[config.mk]
export PLATFORM = sky130hd
export DESIGN_NAME = running_high_event_logger
export DESIGN_NICKNAME = d
export VERILOG_FILES = /design/src/rtl/running_high_event_logger.sv
export SDC_FILE = /design/constraint.sdc
export NUM_CORES = 1
export LEC_CHECK = 0
export CORE_ASPECT_RATIO = 0.7
export CORE_MARGIN = 8
export CORE_UTILIZATION = 55
export CTS_BUF_LIST = sky130_fd_sc_hd__clkbuf_4 sky130_fd_sc_hd__clkbuf_8
export DETAILED_ROUTE_END_ITERATION = 10
export PLACE_DENSITY_LB_ADDON = 0.3
export SYNTH_ARGS = -nofsm -noshare
export SYNTH_HDL_FRONTEND = slang
export SYNTH_SLANG_ARGS = --single-unit
[constraint.sdc]
create_clock -name clk -period 2.1 [get_ports clk]
set_input_delay 0.525 -clock clk [delete_from_list [all_inputs] [get_ports clk]]
set_output_delay 0.525 -clock clk [all_outputs]
set_load 0.005 [all_outputs]
[src/rtl/running_high_event_logger.sv]
`default_nettype none
// ============================================================================
// Module      : running_high_event_logger
// Description : Watches the running-high stream and logs every change of the
//               maximum as a {direction, timestamp, value} event. Events are
//               buffered in a first-word fall-through FIFO and drained through
//               a valid/ready handshake.
// Revision    : 1.0 - initial release
// ----------------------------------------------------------------------------
// Ports
//   clk         in   clock, rising edge
//   reset_n     in   asynchronous active-low reset
//   high_in     in   running-high sample, one per cycle
//   evt_valid   out  FIFO head holds an event
//   evt_ready   in   consumer accepts head event
//   evt_value   out  new maximum of head event
//   evt_dir     out  1 = rise, 0 = fall
//   evt_ts      out  cycle timestamp of head event
//   fifo_count  out  number of queued events
//   overflow    out  sticky: an event was dropped (FIFO full)
//   clear_ovf   in   synchronous clear of overflow
//   drop_count  out  saturating dropped-event counter
//                    (only with RUNNING_HIGH_EVT_DROPCNT_EN defined)
// Optional macro: RUNNING_HIGH_EVT_DROPCNT_EN
// ============================================================================
module running_high_event_logger #(
   parameter int WIDTH      = 4,
   parameter int TS_WIDTH   = 8,
   parameter int FIFO_DEPTH = 4,
   parameter int WARMUP     = 4
) (
   input  logic                            clk,
   input  logic                            reset_n,
   input  logic [WIDTH-1:0]                high_in,
   output logic                            evt_valid,
   input  logic                            evt_ready,
   output logic [WIDTH-1:0]                evt_value,
   output logic                            evt_dir,
   output logic [TS_WIDTH-1:0]             evt_ts,
   output logic [$clog2(FIFO_DEPTH):0]     fifo_count,
   output logic                            overflow,
`ifdef RUNNING_HIGH_EVT_DROPCNT_EN
   output logic [7:0]                      drop_count,
`endif
   input  logic                            clear_ovf
);

   localparam int c_PTR_W  = $clog2(FIFO_DEPTH);
   localparam int c_CNT_W  = c_PTR_W + 1;
   localparam int c_WARM_W = (WARMUP > 0) ? $clog2(WARMUP + 1) : 1;
   localparam int c_ENT_W  = 1 + TS_WIDTH + WIDTH;

   logic [TS_WIDTH-1:0] r_ts_cnt;
   logic [c_WARM_W-1:0] r_warm_cnt;
   logic [WIDTH-1:0]    r_prev_high;
   logic [c_PTR_W-1:0]  r_wr_ptr;
   logic [c_PTR_W-1:0]  r_rd_ptr;
   logic [c_CNT_W-1:0]  r_count;
   logic                r_overflow;
   logic [c_ENT_W-1:0]  r_mem [FIFO_DEPTH];

   logic                w_det_en;
   logic                w_change;
   logic                w_full;
   logic                w_pop;
   logic                w_push;
   logic                w_drop;
   logic [c_ENT_W-1:0]  w_head;

   assign w_det_en = (r_warm_cnt == c_WARM_W'(WARMUP));
   assign w_change = w_det_en && (high_in != r_prev_high);
   assign w_full   = (r_count == c_CNT_W'(FIFO_DEPTH));
   assign w_pop    = (r_count != '0) && evt_ready;
   // A full FIFO can still accept a new entry when the head leaves this cycle.
   assign w_push   = w_change && (!w_full || w_pop);
   assign w_drop   = w_change && w_full && !w_pop;

   // Entry layout: {dir, ts, value}
   assign w_head     = r_mem[r_rd_ptr];
   assign evt_dir    = w_head[c_ENT_W-1];
   assign evt_ts     = w_head[TS_WIDTH+WIDTH-1:WIDTH];
   assign evt_value  = w_head[WIDTH-1:0];
   assign evt_valid  = (r_count != '0);
   assign fifo_count = r_count;
   assign overflow   = r_overflow;

   always_ff @(posedge clk or negedge reset_n) begin
      if (!reset_n) begin
         r_ts_cnt    <= '0;
         r_warm_cnt  <= '0;
         r_prev_high <= '0;
         r_wr_ptr    <= '0;
         r_rd_ptr    <= '0;
         r_count     <= '0;
         r_overflow  <= 1'b0;
         for (int i = 0; i < FIFO_DEPTH; i++) begin
            r_mem[i] <= '0;
         end
      end else begin
         r_ts_cnt    <= r_ts_cnt + TS_WIDTH'(1);
         r_prev_high <= high_in;
         if (!w_det_en) begin
            r_warm_cnt <= r_warm_cnt + c_WARM_W'(1);
         end

         if (w_push) begin
            r_mem[r_wr_ptr] <= {(high_in > r_prev_high), r_ts_cnt, high_in};
            r_wr_ptr        <= r_wr_ptr + c_PTR_W'(1);
         end
         if (w_pop) begin
            r_rd_ptr <= r_rd_ptr + c_PTR_W'(1);
         end
         if (w_push && !w_pop) begin
            r_count <= r_count + c_CNT_W'(1);
         end else if (w_pop && !w_push) begin
            r_count <= r_count - c_CNT_W'(1);
         end

         // A new drop takes priority over a simultaneous clear.
         if (w_drop) begin
            r_overflow <= 1'b1;
         end else if (clear_ovf) begin
            r_overflow <= 1'b0;
         end
      end
   end

`ifdef RUNNING_HIGH_EVT_DROPCNT_EN
   logic [7:0] r_drop_count;

   assign drop_count = r_drop_count;

   always_ff @(posedge clk or negedge reset_n) begin
      if (!reset_n) begin
         r_drop_count <= '0;
      end else if (clear_ovf) begin
         r_drop_count <= w_drop ? 8'd1 : 8'd0;
      end else if (w_drop && (r_drop_count != 8'hFF)) begin
         r_drop_count <= r_drop_count + 8'd1;
      end
   end
`endif

endmodule
`default_nettype wire
Word-level counts from Yosys, hierarchy flattened
Index checks and enable logic that the tools add are counted.
W data, S select, Z words.
{"block": "op_classes", "addsub": 6, "order_cmp": 4, "n_eq_ne": 3, "mux": 10, "n_bitwise": 2, "n_reduce_logical": 15}
{"cell": "$bwmux W52", "count": 1}
{"cell": "$mux W13", "count": 3}
{"cell": "$bmux W13 S2", "count": 1}
{"cell": "$demux W13 S2", "count": 1}
{"cell": "$add A8 B1 Y8 const B", "count": 1}
{"cell": "$logic_and A1 B1 Y1", "count": 8}
{"cell": "$add A3 B1 Y3 const B", "count": 2}
{"cell": "$eq A3 B3 Y1 const B", "count": 2}
{"cell": "$ge A3 B3 Y1 const B", "count": 2}
{"cell": "$mux W3", "count": 2}
{"cell": "$not A2 Y3", "count": 2}
{"cell": "$add A2 B1 Y2 const B", "count": 2}
{"cell": "$gt A4 B4 Y1", "count": 1}
{"cell": "$ne A4 B4 Y1", "count": 1}
{"cell": "$reduce_bool A2 Y1", "count": 2}
{"cell": "$logic_not A1 Y1", "count": 3}
{"cell": "$lt A3 B1 Y1 const B", "count": 1}
{"cell": "$reduce_bool A3 Y1", "count": 1}
{"cell": "$sub A3 B1 Y3 const B", "count": 1}
{"cell": "$mux W1", "count": 2}
{"cell": "$logic_or A1 B1 Y1", "count": 1}
{"block": "totals", "regBits": 75, "in_bits": 8}

Longest topological paths before layout
Gate-level depths: netlist of the first run.
{"block": "logic_depth", "ltp_word": 8, "ltp_mapped": 12}

Least setup slack after synthesis of the first run
Ideal clock, no wire load.
{"block": "synth_path", "path_type": "input port to flip-flop", "start": "input port evt_ready", "end": "register r_count[1] (netlist: fifo_count[1])", "t_arrival_ns": 2.218, "required_time_ns": 1.975, "setup_slack_ns": -0.243, "stages": 8, "n_path_buf": 1, "cell_sequence": "or4b_4 -> buf_6 -> nand3_1 -> inv_1 -> ha_1 -> inv_1 -> fa_1 -> mux2_2"}
{"block": "synth_between", "elab_chain_cells": 6}
{"element": "start, declared", "line_no": "36", "source": "input logic evt_ready,"}
{"element": "$logic_and A1 B1 Y1 (*)", "line_no": "73", "source": "assign w_pop = (r_count != '0) && evt_ready;"}
{"element": "$logic_or A1 B1 Y1 (*)", "line_no": "75", "source": "assign w_push = w_change && (!w_full || w_pop);"}
{"element": "$logic_and A1 B1 Y1 (*)", "line_no": "75"}
{"element": "net w_push", "line_no": "66", "source": "logic w_push;"}
{"element": "$logic_not A1 Y1", "line_no": "115", "source": "end else if (w_pop && !w_push) begin"}
{"element": "$logic_and A1 B1 Y1", "line_no": "115"}
{"element": "$reduce_bool A2 Y1 (no source line)"}
{"element": "end signal, assigned", "line_no": "114", "source": "r_count <= r_count + c_CNT_W'(1);"}
{"element": "end signal, assigned", "line_no": "116", "source": "r_count <= r_count - c_CNT_W'(1);"}
{"element": "end, declared", "line_no": "58", "source": "logic [c_CNT_W-1:0] r_count;"}
The timed path passes the listed nets; every way through them passes the cells marked *.
A chain may end at the register's enable or synchronous reset.

Final worst setup path of the first run
{"block": "layout_path", "start": "register r_count[0] (netlist: fifo_count[0])", "end": "register r_count[1] (netlist: fifo_count[1])"}
{"block": "layout_between", "elab_chain_cells": 7}
{"element": "$eq A3 B3 Y1 or $reduce_bool A3 Y1 (tied branches)", "line_no": "72, 73"}
{"element": "$logic_not A1 Y1 or $logic_and A1 B1 Y1 (tied branches)", "line_no": "75, 73"}
{"element": "$logic_or A1 B1 Y1 (*)", "line_no": "75"}
{"element": "$logic_and A1 B1 Y1 (*)", "line_no": "75"}
{"element": "net w_push", "line_no": "66"}
{"element": "$logic_not A1 Y1", "line_no": "115"}
{"element": "$logic_and A1 B1 Y1", "line_no": "115"}
{"element": "$reduce_bool A2 Y1 (no source line)"}
The timed path passes the listed nets; every way through them passes the cells marked *. The select of a mux whose other input is x is not followed.

==> results.md, run 1 <==
* Fin nets at 301
* Critical Path RT at 2.34 ns
* Yosys cell types at 27
* Reg2Reg Depth at 8
* Reg clk slew, reported paths at 0.08 ns
* Worst vdd ir at 0.774 mV
* Post-route cell area at 4410 µm²
* Reg-to-Reg Start: fifo_count[0]
* Combinational Power Share at 48.8%
* Worst Tran Pin Value at 0.387 ns
* Sw Pwr at 1.91 mW
* GRT Total Usage at 15.5%
* Area Overhead vs Synth at 21.5%
* Worst Path Max Fanout at 2
* Flop-to-flop setup slack at -0.03 ns
* Die area at 9490 µm²
* Largest family of logic cells by synthesized area: multiplexers
* Largest area contributor in the netlist: dfrtp_1
* Clock power frac at 16.2%
* Mapped Cells at 222
* CTS root buf: clkbuf_8
* Largest net degree at the start of global routing at 76
* TritonCTS Buffers at 9
* GRT overflow at 0
* Placed Instance Area at 4230 µm²
* Unrepaired setup endpoints after global routing: yes
* CTS max path bufs at 2
* Most frequent cells in the layout: 74 x dfrtp_1, 41 x mux2_4, 23 x buf_4, 13 x mux4_2, 12 x inv_1
* Initial antenna violation count at 0
* Synth area leaders: dfrtp_1 52%, mux2_4 17%, mux4_2 8.1%, ha_1 4.1%, mux2_2 3.1%
* Area share of fa/ha/maj cells after synthesis at 4.69%
* Area of the core at 6310 µm²
* Post-synthesis simple-gate area fraction at 5.83%
* Worst R2R End: fifo_count[1]
* Initial core utilization at 57.5%
* Critical path type: reg2reg
* Vias at 1,972
* Final Max Slew Viols at 0
* Compound-cell area share of the yosys netlist at 0.552%
* Syn_area_per_cell at 16.3 µm²
* Fill count at 429
* Yosys top cell area share at 51.7%
* Status: finished with violations
* Failing checks: negative setup slack
* Synthesized flop and latch total at 75
* Layout cells sized above 1 at 50.9%
* Dpl hpwl at 4.46 mm
* Pre-antenna DRT Iters at 4
* CTS tree: yes
* First-pass GRT wire length at 11.4 mm
* Final antenna-violating net count at 0
* Achievable Freq at 0.470 GHz
* Non-Filler Instances at 363
* WL per Instance at 18.2 µm
* Clock Latency Late Sink at 0.35 ns
* Sw frac at 30.2%
* Hold_ws at 0.178 ns
* Clk sinks at 75
* CP Launch Type: flip-flop
* I/O Pins at 26
* PwrDens at 1440 nW/µm²
* WL met3 at 289 µm
* Flop pwr share at 35.0%
* Setup ws final at -0.0279 ns
* Part of the cycle the worst path needs at 101%
* DRT iter0 DRCs at 61
* Top Layer Used: met4
* Final min period at 2.13 ns
* Die height at 84.0 µm
* Placed cell count at 342
* Power Internal at 4.42 mW
* CP arrival at 2.37 ns
* Vias/cell at 5.43
* Hold Fails Final Rpt at 0
* Portion of netlist area occupied by mux cells at 29.3%
* P_leak at 2.09 nW
* DRC Markers at 0
* Yosys Warn Count at 0
* Met2 wire length at 3.01 mm
* Slew HR at 74.2%
* Antenna Diode Count at 0
* Port Buffers at 25
* Row Count at 24
* Mapped cell area at 3630 µm²
* Hold-fix buffers at CTS at 0
* HP Class: in2async
* Synthesized Nets at 243
* Sequential area share after synthesis at 51.7%
* # H-tree levels at 3
* Most common cell after layout, fill and taps aside: dfrtp_1
* Endpoints failing setup at 2
* Vias in the first global route at 2,199
* GPL Wtd Cong at 0.689
* Worst setup skew after layout at 0.0144 ns
* Final wirelength at 6.59 mm
* XOR/XNOR Fraction of Synth Area at 3.14%
* Max Cap Violations at 0
* M1 WL at 3.18 mm
* CP endpoint kind: flip-flop
* Chip width at 113 µm
[registers in the layout, summed over array words and instances, names as in the netlist]
register     flops
r_rd_ptr         2
r_wr_ptr         2
overflow         1
r_mem           52
r_ts_cnt         8
r_warm_cnt       3
r_prev_high      4
fifo_count       3
[cells by family after synthesis]
family,count (synthesis)
xor gates and xnor gates,13
muxes,68
buffers and inverters,25
adders and majority gates,13
AOI/OAI and AO/OA,3
DFF,75
and+or+nand+nor,25
[stage by stage]
| step | setup TNS, ns | util, % | setup slack (ns) | total power, mW |
|---|---|---|---|---|
| after floorplan | -0.189 | - | -0.165 | 4.24 |
| after global placement | -20.93 | 67.1 | -0.575 | 5.32 |
| after detailed placement | -22.52 | 67.1 | -0.651 | 5.40 |
| after CTS | -0.549 | 70.1 | -0.0899 | 6.40 |
| after global routing | -0.740 | 69.9 | -0.113 | 6.74 |
| final | -0.0540 | 69.9 | -0.0279 | 6.33 |
[repair_timing]
action / CTS / global route
resized for setup: 65 / 8
gates cloned: 1 / 0
endpoints found under the hold margin: 0 / 0
endpoints found under the setup margin: 66 / 16
pin swaps: 2 / 3
setup buffers: 5 / 1
[synthesized netlist by cell type]
cell type / instances
mux4_2: 13
nand3_1: 5
nand4_1: 1
or3_2: 1
fa_1: 1
mux2_2: 10
nor2_1: 5
and4_1: 1
a21oi_1: 1
or4b_4: 1
buf_6: 1
and2_1: 1
inv_1: 14
buf_4: 1
clkbuf_1: 2
buf_12: 4
xor2_1: 4
nand4_4: 5
dfrtp_1: 75
o22ai_1: 1
nand2_1: 5
o221ai_1: 1
ha_1: 12
mux2_4: 40
mux2_1: 5
buf_2: 3
xnor2_1: 9
[final cells by class]
class	instances	area, µm²	share of cell area [%]
clock buffers	12	159	3.60
flip-flops and latches	75	1880	42.6
multi-input cells	122	1670	37.8
well taps	78	97.6	2.21
repair buffers	58	531	12.0
inverters	14	52.6	1.19
clock inverters	4	25.0	0.568
[worst max-delay path by stage]
| stage | start | to | slack, ns | cells after the start |
|---|---|---|---|---|
| after floorplan | evt_ready | fifo_count[1] | -0.16 | 8 |
| after global placement | high_in[0] | fifo_count[2] | -0.57 | 12 |
| after detailed placement | high_in[0] | fifo_count[2] | -0.65 | 12 |
| after CTS | r_rd_ptr[0] | evt_value[1] | -0.09 | 4 |
| after global routing | fifo_count[0] | fifo_count[1] | -0.11 | 8 |
| final | fifo_count[0] | fifo_count[1] | -0.03 | 8 |
[worst max-delay path, stage by stage (launching register included)]
cell     delay, ns
dfrtp_1       0.40
buf_6         0.12
or4b_4        0.50
nand3_4       0.08
inv_2         0.05
ha_4          0.15
inv_2         0.05
fa_1          0.39
mux2_4        0.27
[power by group through the flow]
stage	registers (mW)	clock network, mW	logic [mW]
final	2.22	1.02	3.09
after global routing	2.27	1.11	3.35
after CTS	2.21	1.05	3.15
after detailed placement	2.24	0	3.17
after global placement	2.22	0	3.10
after floorplan	2.16	0	2.08
[per-layer routing]
layer	vias to the layer above	GRT usage (%)
met2	33	23.0
li1	909	-
met1	1019	20.7
met4	0	6.14
met5	-	0
met3	11	4.55
No activity file was read; power rests on OpenSTA's default activity.
==> run 2, diff against run 1 <==
--- a/config.mk
+++ b/config.mk
@@ -9,6 +9,7 @@
 export CORE_MARGIN = 8
 export CORE_UTILIZATION = 55
 export CTS_BUF_LIST = sky130_fd_sc_hd__clkbuf_4 sky130_fd_sc_hd__clkbuf_8
+export CTS_CLUSTER_SIZE = 30
 export DETAILED_ROUTE_END_ITERATION = 10
 export PLACE_DENSITY_LB_ADDON = 0.3
 export SYNTH_ARGS = -nofsm -noshare
==> results of run 2 <==
No change in the layout: final DEF, timing and power equal those of run 1.
==> run 3, diff against run 2 <==
--- a/config.mk
+++ b/config.mk
@@ -6,12 +6,12 @@
 export NUM_CORES = 1
 export LEC_CHECK = 0
 export CORE_ASPECT_RATIO = 0.7
-export CORE_MARGIN = 8
+export CORE_MARGIN = 5
 export CORE_UTILIZATION = 55
 export CTS_BUF_LIST = sky130_fd_sc_hd__clkbuf_4 sky130_fd_sc_hd__clkbuf_8
 export CTS_CLUSTER_SIZE = 30
 export DETAILED_ROUTE_END_ITERATION = 10
-export PLACE_DENSITY_LB_ADDON = 0.3
+export PLACE_DENSITY = 0.78
 export SYNTH_ARGS = -nofsm -noshare
 export SYNTH_HDL_FRONTEND = slang
 export SYNTH_SLANG_ARGS = --single-unit
==> run 3 against run 2 <==
  * The flow still finishes with violations (negative setup slack)
  * Clock skew is 0.0091 ns lower
  * Utilization is 0.32 points higher
  * Count of clock-buffer cells in the layout is 2 higher
  * Worst hold slack worse by 0.027 ns
  * Sequential share of layout area is 0.19 points lower
  * Sequential power hardly changed
  * Non-clock buffer count is 2 higher
  * Cell area is 0.45% higher
  * First-iteration DRC count is 33% lower
  * Global-route usage is 3.0 points higher
  * Critical path depth stayed put
  * Wire length is 4.6% higher
  * Largest cell class unchanged
==> results.md, run 3 (synthesis results as in run 1) <==
* Multi-input gate area at 1670 µm² (unchanged)
* Reg2Reg Depth at 8 (unchanged)
* Achievable Freq at 0.465 GHz (-1.0%)
* Largest Register: r_mem
* Port Buffers at 25 (unchanged)
* Vias in the first global route at 2,123 (-3.5%)
* Reg-to-Reg Start: fifo_count[1]
* Dpl hpwl at 4.57 mm (+2.5%)
* Reg clk slew, reported paths at 0.07 ns (about the same)
* Largest regs: r_mem x52, r_ts_cnt x8, r_prev_high x4
* Vias/cell at 5.36 (-1.3%)
* Flop-to-flop setup slack at -0.05 ns (-0.02 ns)
* P_leak at 2.11 nW (+0.67%)
* Failing checks: negative setup slack
* CP endpoint kind: flip-flop
* Pre-antenna DRT Iters at 4 (unchanged)
* CP arrival at 2.38 ns (about the same)
* Max reg flops at 52 (unchanged)
* Die area at 8350 µm² (-12%)
* HP Class: in2async
* Worst Setup SP: fifo_count[1]
* Antenna Diode Count at 0 (unchanged)
* Slew HR at 64.6% (-9.6 points)
* Placed cell count at 342 (unchanged)
* GRT overflow at 0 (unchanged)
* Hold Fails Final Rpt at 0 (unchanged)
* Most frequent cells in the layout: 74 x dfrtp_1, 41 x mux2_4, 26 x buf_4, 13 x mux4_2
* Fill count at 423 (-1.4%)
* Largest net degree at the start of global routing at 42 (-45%)
* Chip width at 107 µm (-5.3%)
* CTS tree: yes
* Layout cells sized above 1 at 50.7% (-0.18 points)
* Worst Tran Pin Value at 0.531 ns (+0.144 ns)
* TritonCTS Buffers at 9 (unchanged)
* Max Cap Violations at 0 (unchanged)
* CP Launch Type: flip-flop
* Status: finished with violations
* Clock Latency Late Sink at 0.34 ns (about the same)
* Clk sinks at 75 (unchanged)
* Area Overhead vs Synth at 22.0%
* First-pass GRT wire length at 11.5 mm (+0.79%)
* Fin nets at 303 (+0.66%)
* Die height at 78.0 µm (-7.1%)
* Final antenna-violating net count at 0 (unchanged)
* PwrDens at 1440 nW/µm² (about the same)
* Critical Path RT at 2.33 ns (about the same)
* Sequential Area at 1880 µm² (unchanged)
* Total power at 6.36 mW (+0.44%)
* Endpoints failing setup at 2 (unchanged)
* Area of the core at 6310 µm² (unchanged)
* DRC Markers at 0 (unchanged)
* Part of the cycle the worst path needs at 102% (+1.0 points)
* Initial antenna violation count at 0 (unchanged)
* Critical path type: reg2reg
* DRT iter0 DRCs at 41 (-33%)
* Unrepaired setup endpoints after global routing: yes
* GRT Total Usage at 18.5% (+3.0 points)
* Most common cell after layout, fill and taps aside: dfrtp_1
* Final wirelength at 6.89 mm (+4.6%)
* Worst Path Max Fanout at 2 (unchanged)
* Row Count at 24 (unchanged)
* CTS root buf: clkbuf_8
* Non-Filler Instances at 364 (+0.28%)
* GPL Wtd Cong at 0.753 (+9.2%)
* # H-tree levels at 3 (unchanged)
* Setup ws final at -0.0497 ns (-0.0219 ns)
* Worst setup skew after layout at 0.00527 ns (-0.00908 ns)
* Vias at 1,952 (-1.0%)
* I/O Pins at 26 (unchanged)
* WL per Instance at 18.9 µm (+4.3%)
* CTS max path bufs at 2 (unchanged)
* Final min period at 2.15 ns (+0.0219 ns)
* Worst R2R End: fifo_count[1]
* Initial core utilization at 57.5% (unchanged)
* Final Max Slew Viols at 0 (unchanged)
* Worst vdd ir at 0.867 mV (+12%)
run 3: worst max path at each step:
stage | endpoint | slack, ns | cells past startpoint
finish | fifo_count[1] | -0.05 | 8
global route | fifo_count[1] | -0.1 | 8
CTS | evt_ts[0] | -0.07 | 4
detailed placement | fifo_count[1] | -0.51 | 10
global placement | fifo_count[1] | -0.51 | 10
floorplan | fifo_count[1] | -0.16 | 8
run 3: stage by stage:
stage                     cell area [µm²]  worst slack (ns)  utilization [%]  TNS, ns  hold WS (ns)
after floorplan                      3720            -0.165                -   -0.189         0.229
after global placement               4220            -0.509             66.9   -18.04         0.472
after detailed placement             4220            -0.513             66.9   -17.72         0.478
after CTS                            4430           -0.0734             70.2   -0.633         0.162
after global routing                 4430           -0.0959             70.2   -0.761         0.185
final                                4430           -0.0497             70.2  -0.0691         0.151
run 3: area by class of cell:
cell class / count / area share (%)
sequential: 75 / 42.4
clock buffer: 14 / 4.07
clock inverter: 1 / 0.170
timing repair buffer: 60 / 12.3
tap: 78 / 2.20
multi-input combinational: 122 / 37.6
inverter: 14 / 1.19
run 3: repair_timing:
| action | 4_1_cts | 5_1_grt |
|---|---|---|
| setup endpoints to repair | 16 | 16 |
| cloned | 1 | 0 |
| pin swaps | 3 | 0 |
| gates resized for setup | 65 | 9 |
| buffers inserted | 7 | 3 |
| hold buffers | 0 | 0 |
| hold endpoints to repair | 0 | 0 |
run 3: layer usage:
layer  part of all wire (%)  track usage, %  vias to the layer above  wire length, µm
li1                       -               -                      902                -
met1                     48            26.0                     1005             3310
met2                     47            27.2                       39             3230
met3                    4.1            6.80                        6              283
met4                   0.96            4.98                        0               66
met5                      0               0                        -                0
run 3: worst max-delay path: stages, from the launching register on:
cell	delay [ns]
dfrtp_1	0.41
buf_6	0.13
or4b_4	0.50
nand3_4	0.08
inv_2	0.04
ha_4	0.15
inv_2	0.05
fa_1	0.41
mux2_4	0.28
run 3: report_power, final:
group          leakage (nW)  internal [mW]  switching (mW)
registers             0.893           1.94           0.300
logic                  1.12           1.96            1.11
clock network        0.0956          0.547           0.509
